<file path="src/rtl/uart_tx_fifo_drain_pkg.sv">
`default_nettype none
// ============================================================================
// Module   : uart_tx_fifo_drain_pkg
// Purpose  : Shared UART definitions: FSM encoding, parity types, line level.
// Revision : 1.0 - initial release
// ============================================================================
package uart_tx_fifo_drain_pkg;

    // Transmitter FSM encoding, 3-bit wide
    localparam logic [2:0] ST_IDLE   = 3'd0;
    localparam logic [2:0] ST_START  = 3'd1;
    localparam logic [2:0] ST_DATA   = 3'd2;
    localparam logic [2:0] ST_PARITY = 3'd3;
    localparam logic [2:0] ST_STOP   = 3'd4;

    typedef enum logic [2:0] {
        S_IDLE   = ST_IDLE,
        S_START  = ST_START,
        S_DATA   = ST_DATA,
        S_PARITY = ST_PARITY,
        S_STOP   = ST_STOP
    } tx_state_e;

    // Parity type selector values
    localparam logic PAR_EVEN = 1'b0;
    localparam logic PAR_ODD  = 1'b1;

    // Level of an idle (marking) serial line
    localparam logic LINE_IDLE = 1'b1;

    // Bit-counter width; at least one bit even for single-bit frames
    function automatic int unsigned cnt_width(input int unsigned width);
        return (width > 1) ? $clog2(width) : 1;
    endfunction

endpackage
`default_nettype wire

</file>
<file path="src/rtl/uart_parity_calc.sv">
`default_nettype none
// ============================================================================
// Module   : uart_parity_calc
// Purpose  : Combinational parity bit generator, shared by UART TX and RX.
// Revision : 1.0 - initial release
// ============================================================================
module uart_parity_calc
    import uart_tx_fifo_drain_pkg::*;
#(
    parameter int DATA_WIDTH = 8
) (
    input  logic [DATA_WIDTH-1:0] data_i,
    input  logic                  par_typ_i,
    output logic                  par_bit_o
);

    // Even parity makes the total count of ones even; odd inverts that
    always_comb begin
        par_bit_o = (par_typ_i == PAR_ODD) ? ~^data_i : ^data_i;
    end

endmodule
`default_nettype wire

</file>
<file path="src/rtl/uart_tx_fifo_drain.sv">
`default_nettype none
// ============================================================================
// Module   : uart_tx_fifo_drain
// Purpose  : Pops words from the async FIFO read port and serialises each as
//            a UART frame (start, data LSB first, optional parity, stop),
//            one bit per clock. Back-to-back frames have no idle gap.
// Revision : 1.0 - initial release
// ============================================================================
module uart_tx_fifo_drain
    import uart_tx_fifo_drain_pkg::*;
#(
    parameter int DATA_WIDTH = 8
) (
    input  logic                  clk_i,
    input  logic                  rst_i,
    input  logic                  fifo_empty_i,
    input  logic [DATA_WIDTH-1:0] rd_data_i,
    output logic                  r_inc_o,
    input  logic                  par_en_i,
    input  logic                  par_typ_i,
    output logic                  tx_out_o,
    output logic                  busy_o
);

    localparam int unsigned     CNT_W    = cnt_width(DATA_WIDTH);
    localparam logic [CNT_W-1:0] CNT_LAST = CNT_W'(DATA_WIDTH - 1);

    tx_state_e             state_q;
    logic [DATA_WIDTH-1:0] shift_q;
    logic [CNT_W-1:0]      cnt_q;
    logic                  par_en_q;
    logic                  par_bit_q;
    logic                  tx_q;
    logic                  busy_q;

    logic                  w_pop_ready;
    logic                  w_par_bit;

    // Parity of the head word, captured at the pop edge
    uart_parity_calc #(
        .DATA_WIDTH (DATA_WIDTH)
    ) u_parity (
        .data_i    (rd_data_i),
        .par_typ_i (par_typ_i),
        .par_bit_o (w_par_bit)
    );

    // Pop only between frames (idle) or in the last stop cycle, never when empty
    always_comb begin
        w_pop_ready = !fifo_empty_i && ((state_q == S_IDLE) || (state_q == S_STOP));
    end

    assign r_inc_o  = w_pop_ready && !rst_i;
    assign tx_out_o = tx_q;
    assign busy_o   = busy_q;

    // Frame sequencer: state, shift register, bit counter and registered outputs
    always_ff @(posedge clk_i or posedge rst_i) begin
        if (rst_i) begin
            state_q   <= S_IDLE;
            shift_q   <= '0;
            cnt_q     <= '0;
            par_en_q  <= 1'b0;
            par_bit_q <= 1'b0;
            tx_q      <= LINE_IDLE;
            busy_q    <= 1'b0;
        end else if (w_pop_ready) begin
            // Load word and freeze the frame's parity configuration
            state_q   <= S_START;
            shift_q   <= rd_data_i;
            cnt_q     <= '0;
            par_en_q  <= par_en_i;
            par_bit_q <= w_par_bit;
            tx_q      <= 1'b0;
            busy_q    <= 1'b1;
        end else begin
            case (state_q)
                S_IDLE: begin
                    tx_q   <= LINE_IDLE;
                    busy_q <= 1'b0;
                end
                S_START: begin
                    // Output bit 0 in the first DATA cycle
                    tx_q    <= shift_q[0];
                    shift_q <= shift_q >> 1;
                    cnt_q   <= '0;
                    state_q <= S_DATA;
                end
                S_DATA: begin
                    if (cnt_q == CNT_LAST) begin
                        cnt_q <= '0;
                        if (par_en_q) begin
                            tx_q    <= par_bit_q;
                            state_q <= S_PARITY;
                        end else begin
                            tx_q    <= LINE_IDLE;
                            state_q <= S_STOP;
                        end
                    end else begin
                        tx_q    <= shift_q[0];
                        shift_q <= shift_q >> 1;
                        cnt_q   <= cnt_q + CNT_W'(1);
                    end
                end
                S_PARITY: begin
                    tx_q    <= LINE_IDLE;
                    state_q <= S_STOP;
                end
                S_STOP: begin
                    // No word waiting: return to idle
                    tx_q    <= LINE_IDLE;
                    busy_q  <= 1'b0;
                    state_q <= S_IDLE;
                end
                default: begin
                    tx_q    <= LINE_IDLE;
                    busy_q  <= 1'b0;
                    cnt_q   <= '0;
                    state_q <= S_IDLE;
                end
            endcase
        end
    end

endmodule
`default_nettype wire

</file>
<file path="config.mk">
export PLATFORM = sky130hd
export DESIGN_NAME = uart_tx_fifo_drain
export DESIGN_NICKNAME = d
export VERILOG_FILES = /design/src/rtl/uart_tx_fifo_drain_pkg.sv /design/src/rtl/uart_parity_calc.sv /design/src/rtl/uart_tx_fifo_drain.sv
export SDC_FILE = /design/constraint.sdc
export NUM_CORES = 1
export LEC_CHECK = 0
export CORE_ASPECT_RATIO = 0.7
export CORE_UTILIZATION = 50
export CTS_CLUSTER_DIAMETER = 200
export DETAILED_ROUTE_END_ITERATION = 10
export HOLD_SLACK_MARGIN = 0.06
export PLACE_DENSITY = 0.78
export SYNTH_ARGS = -nofsm -noshare
export SYNTH_HDL_FRONTEND = slang
export SYNTH_SLANG_ARGS = --single-unit
</file>
<file path="constraint.sdc">
create_clock -name clk_i -period 5 [get_ports clk_i]
set_input_delay 0.75 -clock clk_i [delete_from_list [all_inputs] [get_ports clk_i]]
set_output_delay 0.75 -clock clk_i [all_outputs]
set_load 0.02 [all_outputs]
</file>
# After elaboration in Yosys (flattened, before gate mapping)
# Index checks and enable logic that the tools add are counted.
[op_classes] bitwise=0 shift=0 order_cmp=0 div_mod_pow=0 n_mul=0 reduce_logical=13 n_eq_ne=10 addsub=1 mux=17
[ops] op="$mux W8" count=2
[ops] op="$pmux W8 S2" count=1
[ops] op="$mux W3" count=5
[ops] op="$pmux W3 S4" count=1
[ops] op="$reduce_xnor A8 Y1" count=1
[ops] op="$reduce_xor A8 Y1" count=1
[ops] op="$eq A3 B2 Y1 const B" count=2
[ops] op="$eq A3 B3 Y1 const B" count=2
[ops] op="$mux W1" count=6
[ops] op="$ne A3 B3 Y1 const B" count=2
[ops] op="$pmux W3 S2" count=1
[ops] op="$reduce_or A3 Y1" count=2
[ops] op="$ne A2 B1 Y1 const B" count=2
[ops] op="$reduce_and A2 Y1" count=2
[ops] op="$add A3 B1 Y3 const B" count=1
[ops] op="$eq A3 B1 Y1 const B" count=1
[ops] op="$logic_not A3 Y1" count=1
[ops] op="$reduce_bool A3 Y1" count=1
[ops] op="$logic_and A1 B1 Y1" count=2
[ops] op="$logic_not A1 Y1" count=2
[ops] op="$ne A2 B2 Y1 const B" count=1
[ops] op="$pmux W1 S2" count=1
[ops] op="$logic_or A1 B1 Y1" count=1
[word_totals] ramBits=0 ff_bits=18 mem_count=0 romBits=0 latchBits=0

# Logic depth before layout (Yosys ltp)
[depth] word_depth=5 mapped_depth=7

# Modules after synthesis
# From an unflattened synthesis, not the netlist that was laid out.
[hier_totals] cells_unflattened=115 area_unflattened_um2=1166.1
[modules_own_cells] module="uart_tx_fifo_drain" seq_area_each_um2=451.7 area_each_um2=1083.5 n_inst=1 cells_each=108
[modules_own_cells] module="uart_parity_calc" seq_area_each_um2=0.0 area_each_um2=82.6 n_inst=1 cells_each=7

# Least setup slack after synthesis
# OpenSTA, ideal clock, no wires.
[synth_timing] kind="input-to-output" startpoint="input port fifo_empty_i" endpoint="output port r_inc_o" stages=3 n_path_buf=1 setup_slack_ns=2.704 t_required_ns=4.250 arrival_time_ns=1.546 path_cell_list="or3_1 buf_2 nor2_1"
[synth_via] elab_chain_cells=3
[synth_rtl] item="start: declaration" line_no="uart_tx_fifo_drain.sv:16" rtl="input logic fifo_empty_i,"
[synth_rtl] item="$logic_not A1 Y1" line_no="uart_tx_fifo_drain.sv:50" rtl="w_pop_ready = !fifo_empty_i && ((state_q == S_IDLE) || (state_q == S_STOP));"
[synth_rtl] item="$logic_and A1 B1 Y1" line_no="uart_tx_fifo_drain.sv:50"
[synth_rtl] item="$logic_and A1 B1 Y1" line_no="uart_tx_fifo_drain.sv:53" rtl="assign r_inc_o = w_pop_ready && !rst_i;"
[synth_rtl] item="end: declaration" line_no="uart_tx_fifo_drain.sv:18" rtl="output logic r_inc_o,"
# Every way passes these cells.

# Worst setup path in the final report
# Same ends and word-level chain as after synthesis.

==> flow_summary.toml <==
[die]
dieArea_sq_um = 2340
fp.dieH_um = 40.8
core_sq_um = 1940
pin_count = 16
fp-row-count = 13
start_util_pct = 55.5
dieWidth_um = 57.4

[detailed_routing]
routed_via_density = 5.58
routedWlPerCell_um = 14.5
drt_iter0_drc = 27
vias = 809
drt_pass1_iterations = 4
routed_wirelength_mm = 2.11
drc = 0
ant_nets = 0

[timing]
setup_viol = 0
holdWs_ns = 0.526
fin_skew_ns = 0.00117
tightestPinTransition_ns = 0.678
tns_ns = 0
fmax_mhz = 303
grt_setup_unrepaired = "no"
min_period_over_period_pct = 66.1
period_needed_ns = 3.30
slew_headroom_pct = 54.7
hold_viol = 0
final_max_slew_viol_count = 0

[placed_design]
post-dp-hpwl_mm = 1.56
io_buffers = 15
dp.cells = 141
gp_congestion = 0.801

[global_routing]
grt_max_degree = 19
antenna_found_initial = 0
track_usage_pct = 20.5
grt_pass1_wl_mm = 3.36
overflow = 0
grt_pass1_vias = 733

[layout]
area_delta_synth_final_pct = 14.7
stdcell_count = 145
drive_above_1_share_pct = 17.1
insertedDiodeCount = 0
nNetsFinal = 139

[logic_synthesis]
ys_types = 32
yosys_warnings = 0
syn_avg_cell_area_sq_um = 9.77
postSynthNetCount = 125
syn_area_sq_um = 1070
synth.yosys.seq_area_share_pct = 42.0
synthCells = 110
ys_ff_latch = 18

[min_path]
min_path_type = "flip-flop to flip-flop"

[clocking]
holdBufCountCts = 0
clkTransAtPathRegs_ns = 0.10
cts_buffer_depth = 2
cts_max_level = 1
cts_made_buffers = 3
clock_sinks = 18
post-cts-setup-buffers = 0
tritoncts = "built"
clk_latency_ns = 0.29
cts_resized = 0
clock-root-buffer = "clkbuf_4"

[critical_path]
cp-start-kind = "primary input"
critPathMaxFanout = 12
critPathRequiredTime_ns = 4.25
endpoint_kind = "output port"
setup.worst_path.class = "primary input to output port"
cp.arrival_ns = 2.55

[outcome]
outcome = "complete, no violations"

[power]
p_leak_nw = 0.515
vdd_drop_max_v = 0.000301
power_mw = 0.681
p_per_area_nw_per_um2 = 552

[run]
maxCapViolations = 0
==> critical path: stages <==
cell             delay (ns)
clkdlybuf4s50_1        0.50
or3_1                  0.53
nor2_1                 0.16
clkdlybuf4s50_1        0.62
==> report_power, final <==
group,switching [mW],internal [mW]
combinational,0.167,0.143
sequential,0.0697,0.212
clock,0.0442,0.0444
total,0.281,0.399
==> sequential cells by signal, summed over array words and instances, names as in the netlist <==
signal     cells
busy_o         1
cnt_q          3
par_bit_q      1
par_en_q       1
shift_q        8
state_q        3
tx_out_o       1
==> placed cells by master (no fill, tap or decap), drive strengths merged <==
master / n
clkbuf: 4
inv: 5
or2: 1
nor3: 4
a221oi: 1
or3: 1
clkdlybuf4s50: 15
xnor3: 1
nor2: 13
xor2: 2
nand2: 19
xnor2: 4
a31oi: 7
dfstp: 1
a21oi: 3
nor2b: 3
a211o: 1
dfrtp: 17
o31ai: 1
nor4b: 1
nand2b: 2
ha: 2
a21boi: 1
o21ai: 7
nand3: 4
a22oi: 3
==> metrics by stage <==
step           utilization [%]  area, sq um  worst slack (ns)
5_1_grt                   63.7         1230              1.64
2_1_floorplan                -         1070              2.70
6_report                  63.7         1230              1.70
3_3_place_gp              61.8         1200              1.76
3_5_place_dp              61.8         1200              1.73
4_1_cts                   63.7         1230              1.70
==> worst paths after layout <==
| path | from | endpoint | slack (ns) | depth (start not counted) |
|---|---|---|---|---|
| setup reg to reg | state_q[0]$_DFFE_PP0P_ | shift_q[7]$_DFFE_PP0P_ | 3.21 | 3 |
| setup / recovery | fifo_empty_i | r_inc_o | 1.70 | 4 |
| hold reg to reg | par_bit_q$_DFFE_PP0P_ | par_bit_q$_DFFE_PP0P_ | 0.53 | 2 |
| min in group asynchronous | rst_i | shift_q[7]$_DFFE_PP0P_ | 0.88 | 2 |
| max in group asynchronous | rst_i | state_q[1]$_DFFE_PP0P_ | 3.69 | 2 |
| hold / removal | par_bit_q$_DFFE_PP0P_ | par_bit_q$_DFFE_PP0P_ | 0.53 | 2 |
==> routing by layer <==
layer / wire length (um) / vias to the layer above / global-route usage (%)
met5: 0 / - / 0
met4: 12 / 0 / 5.49
met3: 83 / 2 / 5.68
met2: 967 / 19 / 36.0
met1: 1040 / 387 / 25.8
li1: - / 401 / -
==> cell families (layout without fill, tap and decap cells) <==
group                      count (synthesis)  count (layout)  share of synthesized area (%)
DFF                                       18              18                           42.0
adders and majority gates                  2               2                           2.33
buffers and inverters                     11              24                           6.98
AOI/OAI and AO/OA                         24              24                           19.3
and+or+nand+nor                           48              48                           22.4
xor gates and xnor gates                   7               7                           6.98
==> synth_stat cells <==
cell / instances / area, sq um
o31ai_1: 1 / 7.51
a211o_4: 1 / 17.5
a21oi_1: 3 / 15.0
o21ai_0: 6 / 30.0
xor2_1: 2 / 17.5
nor3_4: 1 / 16.3
xnor2_1: 4 / 35.0
nand3_1: 4 / 20.0
or3_1: 1 / 6.26
nor2_1: 9 / 33.8
buf_2: 1 / 5.00
dfstp_2: 1 / 26.3
clkbuf_1: 1 / 3.75
a22oi_1: 3 / 22.5
xnor3_1: 1 / 22.5
a221oi_2: 1 / 15.0
nor4b_2: 1 / 15.0
dfrtp_1: 17 / 425
nand2_1: 19 / 71.3
ha_1: 2 / 25.0
nor2_2: 4 / 25.0
or2_2: 1 / 6.26
inv_1: 5 / 18.8
a21boi_0: 1 / 7.51
nor2b_1: 3 / 18.8
a31oi_2: 7 / 87.6
buf_6: 2 / 22.5
nand2b_1: 2 / 12.5
clkbuf_2: 1 / 5.00
nor3_1: 3 / 15.0
o21ai_1: 1 / 5.00
buf_12: 1 / 20.0
==> layout make-up <==
class	instances	area, sq um
fill	161	703
clock buffer	4	36.3
inverter	5	18.8
tap	22	27.5
sequential	18	452
multi-input combinational	81	548
timing repair buffer	15	150
Power figures use the tool's default switching activity.
